## config.mk

```make
export PLATFORM = sky130hd
export DESIGN_NAME = echo_engine
export DESIGN_NICKNAME = d
export VERILOG_FILES = /design/src/rtl/echo_pkg.sv /design/src/rtl/echo_char_xform.sv /design/src/rtl/echo_engine.sv
export SDC_FILE = /design/constraint.sdc
export NUM_CORES = 1
export LEC_CHECK = 0
export CORE_MARGIN = 2
export CORE_UTILIZATION = 41
export DETAILED_ROUTE_END_ITERATION = 10
export MAX_ROUTING_LAYER = met4
export PLACE_DENSITY = 0.68
export SKIP_LAST_GASP = 1
export SLEW_MARGIN = 20
export SYNTH_ARGS = -nofsm -noshare
export SYNTH_HDL_FRONTEND = slang
export SYNTH_SLANG_ARGS = --single-unit
```

## constraint.sdc

```tcl
create_clock -name clk -period 4 [get_ports clk]
set_input_delay 0.6 -clock clk [delete_from_list [all_inputs] [get_ports clk]]
set_output_delay 0.6 -clock clk [all_outputs]
set_load 0.005 [all_outputs]
```

## src/rtl/echo_pkg.sv

```systemverilog
// Shared types and constants for the echo engine.
package echo_pkg;

  typedef enum logic [1:0] {
    RECV = 2'd0,
    EMIT = 2'd1,
    REQ  = 2'd2,
    DONE = 2'd3
  } state_e;

  localparam logic [1:0] MODE_PLAIN = 2'd0;
  localparam logic [1:0] MODE_UPPER = 2'd1;
  localparam logic [1:0] MODE_REV   = 2'd2;

  localparam logic [7:0] NUL        = 8'h00;
  localparam logic [7:0] COLON      = 8'h3A;
  localparam logic [7:0] DIGIT0     = 8'h30;
  localparam logic [7:0] LOWER_A    = 8'h61;
  localparam logic [7:0] LOWER_Z    = 8'h7A;
  localparam logic [7:0] CASE_DELTA = 8'h20;

  localparam int unsigned LINE_CNT_W = 4;

endpackage

```

## src/rtl/echo_char_xform.sv

```systemverilog
// Combinational lower-to-upper case mapping; non-letters pass through.
module echo_char_xform
  import echo_pkg::*;
(
  input  logic       upper_en_i,
  input  logic [7:0] char_i,
  output logic [7:0] char_c_o
);

  always_comb begin
    char_c_o = char_i;
    if (upper_en_i && (char_i >= LOWER_A) && (char_i <= LOWER_Z)) begin
      char_c_o = char_i - CASE_DELTA;
    end
  end

endmodule

```

## src/rtl/echo_engine.sv

```systemverilog
// Bash echo command: buffers one terminal line and writes it back REPEAT times.
// Define ECHO_LINE_NUMBER_EN to prefix each echoed line with "<n>:".
module echo_engine
  import echo_pkg::*;
#(
  parameter int unsigned MAX_LEN = 32,
  parameter int unsigned LEN_W   = 6,
  parameter int unsigned REPEAT  = 3
) (
  input  logic             clk,
  input  logic             rst_n,
  input  logic [1:0]       mode,
  output logic             in_solved,
  input  logic             out_solved,
  output logic             in_require_line,
  input  logic             out_require_line,
  input  logic             lineIn_nextASCII,
  output logic             in_newASCII_ready,
  output logic [7:0]       lineIn,
  output logic             lineOut_nextASCII,
  input  logic             out_newASCII_ready,
  input  logic [LEN_W-1:0] out_lineLen,
  input  logic [7:0]       lineOut,
  output logic             overflow
);

  localparam int unsigned AW = (MAX_LEN > 1) ? $clog2(MAX_LEN) : 1;

  state_e                state_q, state_d;
  logic [LEN_W-1:0]      len_q, len_d, rd_idx_q, rd_idx_d, rd_ptr;
  logic [LINE_CNT_W-1:0] line_cnt_q, line_cnt_d;
  logic [1:0]            mode_q, mode_d;
  logic                  take_q, take_d, req_q, req_d;
  logic                  solved_q, solved_d, ovf_q, ovf_d;
  logic                  wr_en, got_char, got_term, emit_go, line_end, last_line;
  logic                  in_prefix;
  logic [7:0]            buf_q [MAX_LEN];
  logic [7:0]            rd_char, xf_char, pfx_char;
  logic                  unused_len;

  // Reported length is informational; framing relies on the terminator.
  assign unused_len = ^out_lineLen;

  assign got_char  = take_q && ((state_q == RECV) || (state_q == REQ));
  assign got_term  = got_char && (lineOut == NUL);
  assign emit_go   = (state_q == EMIT) && !out_newASCII_ready;
  assign line_end  = emit_go && !in_prefix && (rd_idx_q == len_q);
  assign last_line = (line_cnt_q == LINE_CNT_W'(REPEAT - 1));

  always_ff @(posedge clk or negedge rst_n) begin
    if (!rst_n) state_q <= RECV;
    else        state_q <= state_d;
  end

  // Next state; an acknowledge coinciding with entry skips the wait state.
  always_comb begin
    state_d = state_q;
    unique case (state_q)
      RECV: if (got_term) state_d = EMIT;
      REQ: begin
        if (got_term)              state_d = EMIT;
        else if (out_require_line) state_d = RECV;
      end
      EMIT: if (line_end) begin
        if (last_line) state_d = out_solved ? RECV : DONE;
        else           state_d = out_require_line ? RECV : REQ;
      end
      DONE: if (out_solved) state_d = RECV;
      default: state_d = RECV;
    endcase
  end

  always_comb begin
    len_d      = len_q;
    rd_idx_d   = rd_idx_q;
    line_cnt_d = line_cnt_q;
    mode_d     = mode_q;
    take_d     = 1'b0;
    req_d      = req_q;
    solved_d   = solved_q;
    ovf_d      = ovf_q;
    wr_en      = 1'b0;
    unique case (state_q)
      RECV, REQ: begin
        take_d = out_newASCII_ready && !take_q;
        if ((state_q == REQ) && out_require_line) req_d = 1'b0;
        if (got_term) begin
          mode_d   = ((mode == MODE_UPPER) || (mode == MODE_REV)) ? mode : MODE_PLAIN;
          rd_idx_d = '0;
          req_d    = 1'b0;
        end else if (got_char) begin
          if (len_q < LEN_W'(MAX_LEN)) begin
            wr_en = 1'b1;
            len_d = len_q + LEN_W'(1);
          end else begin
            ovf_d = 1'b1;
          end
        end
      end
      EMIT: begin
        if (emit_go && !in_prefix && !line_end && lineIn_nextASCII) begin
          rd_idx_d = rd_idx_q + LEN_W'(1);
        end
        if (line_end) begin
          len_d      = '0;
          rd_idx_d   = '0;
          line_cnt_d = line_cnt_q + LINE_CNT_W'(1);
          if (!last_line) begin
            req_d = !out_require_line;
          end else if (out_solved) begin
            line_cnt_d = '0;
            ovf_d      = 1'b0;
          end else begin
            solved_d = 1'b1;
          end
        end
      end
      DONE: begin
        line_cnt_d = '0;
        if (out_solved) begin
          solved_d = 1'b0;
          ovf_d    = 1'b0;
        end
      end
      default: ;
    endcase
  end

  always_ff @(posedge clk or negedge rst_n) begin
    if (!rst_n) begin
      len_q      <= '0;
      rd_idx_q   <= '0;
      line_cnt_q <= '0;
      mode_q     <= MODE_PLAIN;
      take_q     <= 1'b0;
      req_q      <= 1'b0;
      solved_q   <= 1'b0;
      ovf_q      <= 1'b0;
    end else begin
      len_q      <= len_d;
      rd_idx_q   <= rd_idx_d;
      line_cnt_q <= line_cnt_d;
      mode_q     <= mode_d;
      take_q     <= take_d;
      req_q      <= req_d;
      solved_q   <= solved_d;
      ovf_q      <= ovf_d;
    end
  end

  // Line storage carries no reset; only len_q qualifies its contents.
  always_ff @(posedge clk) begin
    if (wr_en) buf_q[AW'(len_q)] <= lineOut;
  end

  assign rd_ptr  = (mode_q == MODE_REV) ? (len_q - rd_idx_q - LEN_W'(1)) : rd_idx_q;
  assign rd_char = buf_q[AW'(rd_ptr)];

  echo_char_xform u_xform (
    .upper_en_i (mode_q == MODE_UPPER),
    .char_i     (rd_char),
    .char_c_o   (xf_char)
  );

`ifdef ECHO_LINE_NUMBER_EN
  logic [1:0] pfx_q, pfx_d;

  always_comb begin
    pfx_d = pfx_q;
    if (state_q != EMIT)                             pfx_d = '0;
    else if (emit_go && in_prefix && lineIn_nextASCII) pfx_d = pfx_q + 2'd1;
  end

  always_ff @(posedge clk or negedge rst_n) begin
    if (!rst_n) pfx_q <= '0;
    else        pfx_q <= pfx_d;
  end

  assign in_prefix = (pfx_q != 2'd2);
  assign pfx_char  = (pfx_q == 2'd0) ? (DIGIT0 + 8'(line_cnt_q) + 8'd1) : COLON;
`else
  assign in_prefix = 1'b0;
  assign pfx_char  = NUL;
`endif

  // Screen-side character is decoded from registered state and buffer.
  always_comb begin
    lineIn = NUL;
    if (state_q == EMIT) begin
      if (in_prefix)              lineIn = pfx_char;
      else if (rd_idx_q != len_q) lineIn = xf_char;
    end
  end

  assign in_newASCII_ready = emit_go;
  assign lineOut_nextASCII = take_q;
  assign in_require_line   = req_q;
  assign in_solved         = solved_q;
  assign overflow          = ovf_q;

endmodule

```

==> results by group <==
STA
  – Setup TNS: -5.26 ns
  – Final cycle utilization of the critical path: 123%
  – Fmax: 203 MHz
  – Final Worst Setup Slack: -0.927 ns
  – RSZ-0062 raised after global routing: yes
  – Crit path time final: 4.93 ns
  – Slew Limit Fails: 0
  – Final setup vio count: 8
  – Least-Margin Pin Slew: between 1 and 1.5 ns
  – Final Hold Fails: 0
  – Clock skew: 0.0239 ns
  – Slew HR: between 20 and 30%
  – Hold WS: 0.0269 ns

Critical path
  – Worst path cell trace: inv_1 -> ha_2 -> fa_1 -> and3b_1 -> a21o_4 -> buf_12 -> buf_12 -> clkbuf_4 -> a21oi_2 -> a221oi_2 -> nor3_2 -> a2111oi_4 -> or4_1 -> o211a_1 -> a311oi_2 -> buf_2
  – Startpoint Class: register
  – Max incr delay on CP: about 0.53 ns
  – Max FO, Critical Path: 6
  – Setup slack, reg-to-reg: between 1 and 1.5 ns
  – CP bufs+invs: 5
  – Slowest-stage cell, CP: or4_1
  – WP data arrival: 4.33 ns
  – Critical path's top delay family: compound AO/OA/AOI/OAI gates
  – Worst Setup End Kind: primary output
  – Top cell by count, worst path: buf_12
  – Critical path type: reg2out
  – Worst endpoint required time: roughly 3.4 ns

Synthesis
  – Dominant cell by count in the synthesized netlist: edfxtp_1
  – Mean post-synth cell area: 14.2 um^2
  – Warnings from Yosys: 0
  – EDFF count, synth: about 260
  – Yosys reg bits: 280
  – Synth top area cells: edfxtp_1, dfrtp_1, mux4_2
  – Ys async rst share: 8.57%
  – Distinct cells, synth: 64
  – Synth Flop Type: edfxtp_1
  – Syn Std Cell Area: 12100 um^2
  – Gate count after technology mapping: 854
  – Register area share after synthesis: roughly 68%
  – Commonest cells in the netlist: edfxtp_1, nand2_1, nor2_1, nand3_1, a211oi_1
  – Syn nets: approximately 900
  – Dominant cell type by area after synthesis: edfxtp_1
  – Yosys top cell area share: 63.5%

Routing
  – Total wire length: 31300 um
  – DRC: 0
  – First DRT Iteration DRCs: 854
  – Vias per cell: around 5.6
  – Wire per inst: 22.1 um
  – Vias: ~8000
  – Antenna Nets Post-Route: 0
  – First-pass DRT Iterations: 5

Floorplanning
  – # rows: 62
  – Num ports: 35
  – Die Span X: 176 um
  – Core area: 28900 um^2
  – Initial Util: 41.9%
  – Die H: 176 um
  – Die area: between 30000 and 40000 um^2

Power and ir drop
  – Peak VDD IR: 0.000423 V
  – PD cells: 705 nW/um^2
  – Pleak: around 0.0054 uW
  – Total power: 10700 uW

Place
  – Worst slack, placed: -0.902 ns
  – Routability cong.: 0.889
  – Placed insts: 1338
  – Hpwl dp: just over 20000 um
  – Port-buffer cells: 28

Finish
  – Number of diodes: 0
  – # fillers: 2340
  – Fin nets: 1042
  – Sequential Area: 8290 um^2
  – Multi-input gate area: 3780 um^2
  – Share of cells above drive strength 1: 28.0%
  – Area growth syn-to-layout: 24.9%
  – Non-Filler Instances: 1412

Clock network
  – Max Root-Sink Buffers: 3
  – Root Driver: clkbuf_16
  – CTS sink count: 280
  – # hold bufs at CTS: 0
  – CTS tree: yes
  – Clock latency on the worst-skew pair: 0.57 ns
  – Total CTS buffers: 28
  – CTS H-Tree Depth: 1
  – Clock-pin slew on the worst setup and hold paths: 0.06 ns

GRT
  – Number of global-route vias before repair: between 7000 and 8000
  – GRT Util Overall: 21.0%
  – Largest net degree at the start of global routing: 33
  – Initial antenna violation count: 0
  – Gr ovfl total: 0
  – First-pass GRT wire length: 47700 um

Job
  – Max Cap Viol: 0

Outcome
  – Status: finished, violations left
  – Violated checks: negative setup slack

Hold path
  – Hold Crit Class: in2async
power by group:
group	switching, uW	internal [uW]	leakage (uW)
registers	101	3340	0.00260
logic	2450	2250	0.00234
clock network	1120	1420	0.000437
total	3670	7010	0.00538
placed cells by master, fill, tap and decap left out, types with 16 or more instances in the layout:
| cell type | count |
|---|---|
| a211oi_1 | 16 |
| a21oi_1 | 23 |
| buf_4 | 113 |
| clkbuf_16 | 28 |
| clkdlybuf4s50_1 | 21 |
| dfrtp_1 | 24 |
| edfxtp_1 | 256 |
| inv_1 | 26 |
| mux2i_1 | 16 |
| mux4_2 | 24 |
| nand2_1 | 130 |
| nand3_1 | 34 |
| nor2_1 | 60 |
registers in the layout, indices dropped and copies added (netlist names):
| register | flops |
|---|---|
| in_require_line | 1 |
| line_cnt_q | 4 |
| rd_idx_q | 6 |
| state_q | 2 |
| lineOut_nextASCII | 1 |
| len_q | 6 |
| mode_q | 2 |
| overflow | 1 |
| in_solved | 1 |
| buf_q | 256 |
final timing paths:
path | start | endpoint | depth (start not counted)
max | rd_idx_q[0]$_DFFE_PN0P_ | lineIn[6] | 16
min in group clk | line_cnt_q[3]$_DFFE_PN0P_ | line_cnt_q[3]$_DFFE_PN0P_ | 1
max reg2reg | state_q[0]$_DFFE_PN0P_ | buf_q[14][6]$_DFFE_PP_ | 4
max in group asynchronous | rst_n | rd_idx_q[0]$_DFFE_PN0P_ | 1
min reg2reg | line_cnt_q[3]$_DFFE_PN0P_ | line_cnt_q[3]$_DFFE_PN0P_ | 1
min | rst_n | mode_q[0]$_DFFE_PN0P_ | 1
what timing repair did:
| item | in CTS | in global routing |
|---|---|---|
| setup endpoints to repair | 8 | 8 |
| pin swaps | 27 | 6 |
| cloned | 2 | 0 |
| gates resized for setup | 84 | 16 |
| setup buffers | 24 | 1 |
through the flow:
stage / cell area (um^2) / util [%]
5_1_grt: 15100 / 52.3
2_1_floorplan: 12200 / -
6_report: 15100 / 52.3
3_5_place_dp: 13700 / 47.3
3_3_place_gp: 13700 / 47.3
4_1_cts: 15000 / 52.0
layer usage:
layer / GRT usage, % / vias to the layer above / share of wire (%)
met3: 2.58 / 53 / 7.4
met2: 34.2 / 332 / 49
met4: 5.99 / 0 / 2.5
met5: - / - / 0
li1: - / 3589 / -
met1: 28.1 / 3987 / 41
cell type report:
type	count	share of cell area, %
well taps	384	3.17
repair buffers	169	10.5
multi-input cells	501	25.0
clock inverters	22	1.24
clock buffers	29	4.65
flip-flops and latches	280	54.8
inverters	27	0.686
kinds of logic (layout without fill, tap and decap cells):
logic type                 after synthesis  count (layout)  share of synthesized area, %
and+or+nand+nor                        282             282                          10.4
DFF                                    280             280                          68.4
AOI/OAI and AO/OA                      151             151                          9.67
buffers and inverters                   73             247                          3.14
muxes                                   46              46                          6.36
adders and majority gates               13              13                          1.40
xor gates and xnor gates                 9               9                         0.651
Note: power is estimated with default switching activity, not from simulation.
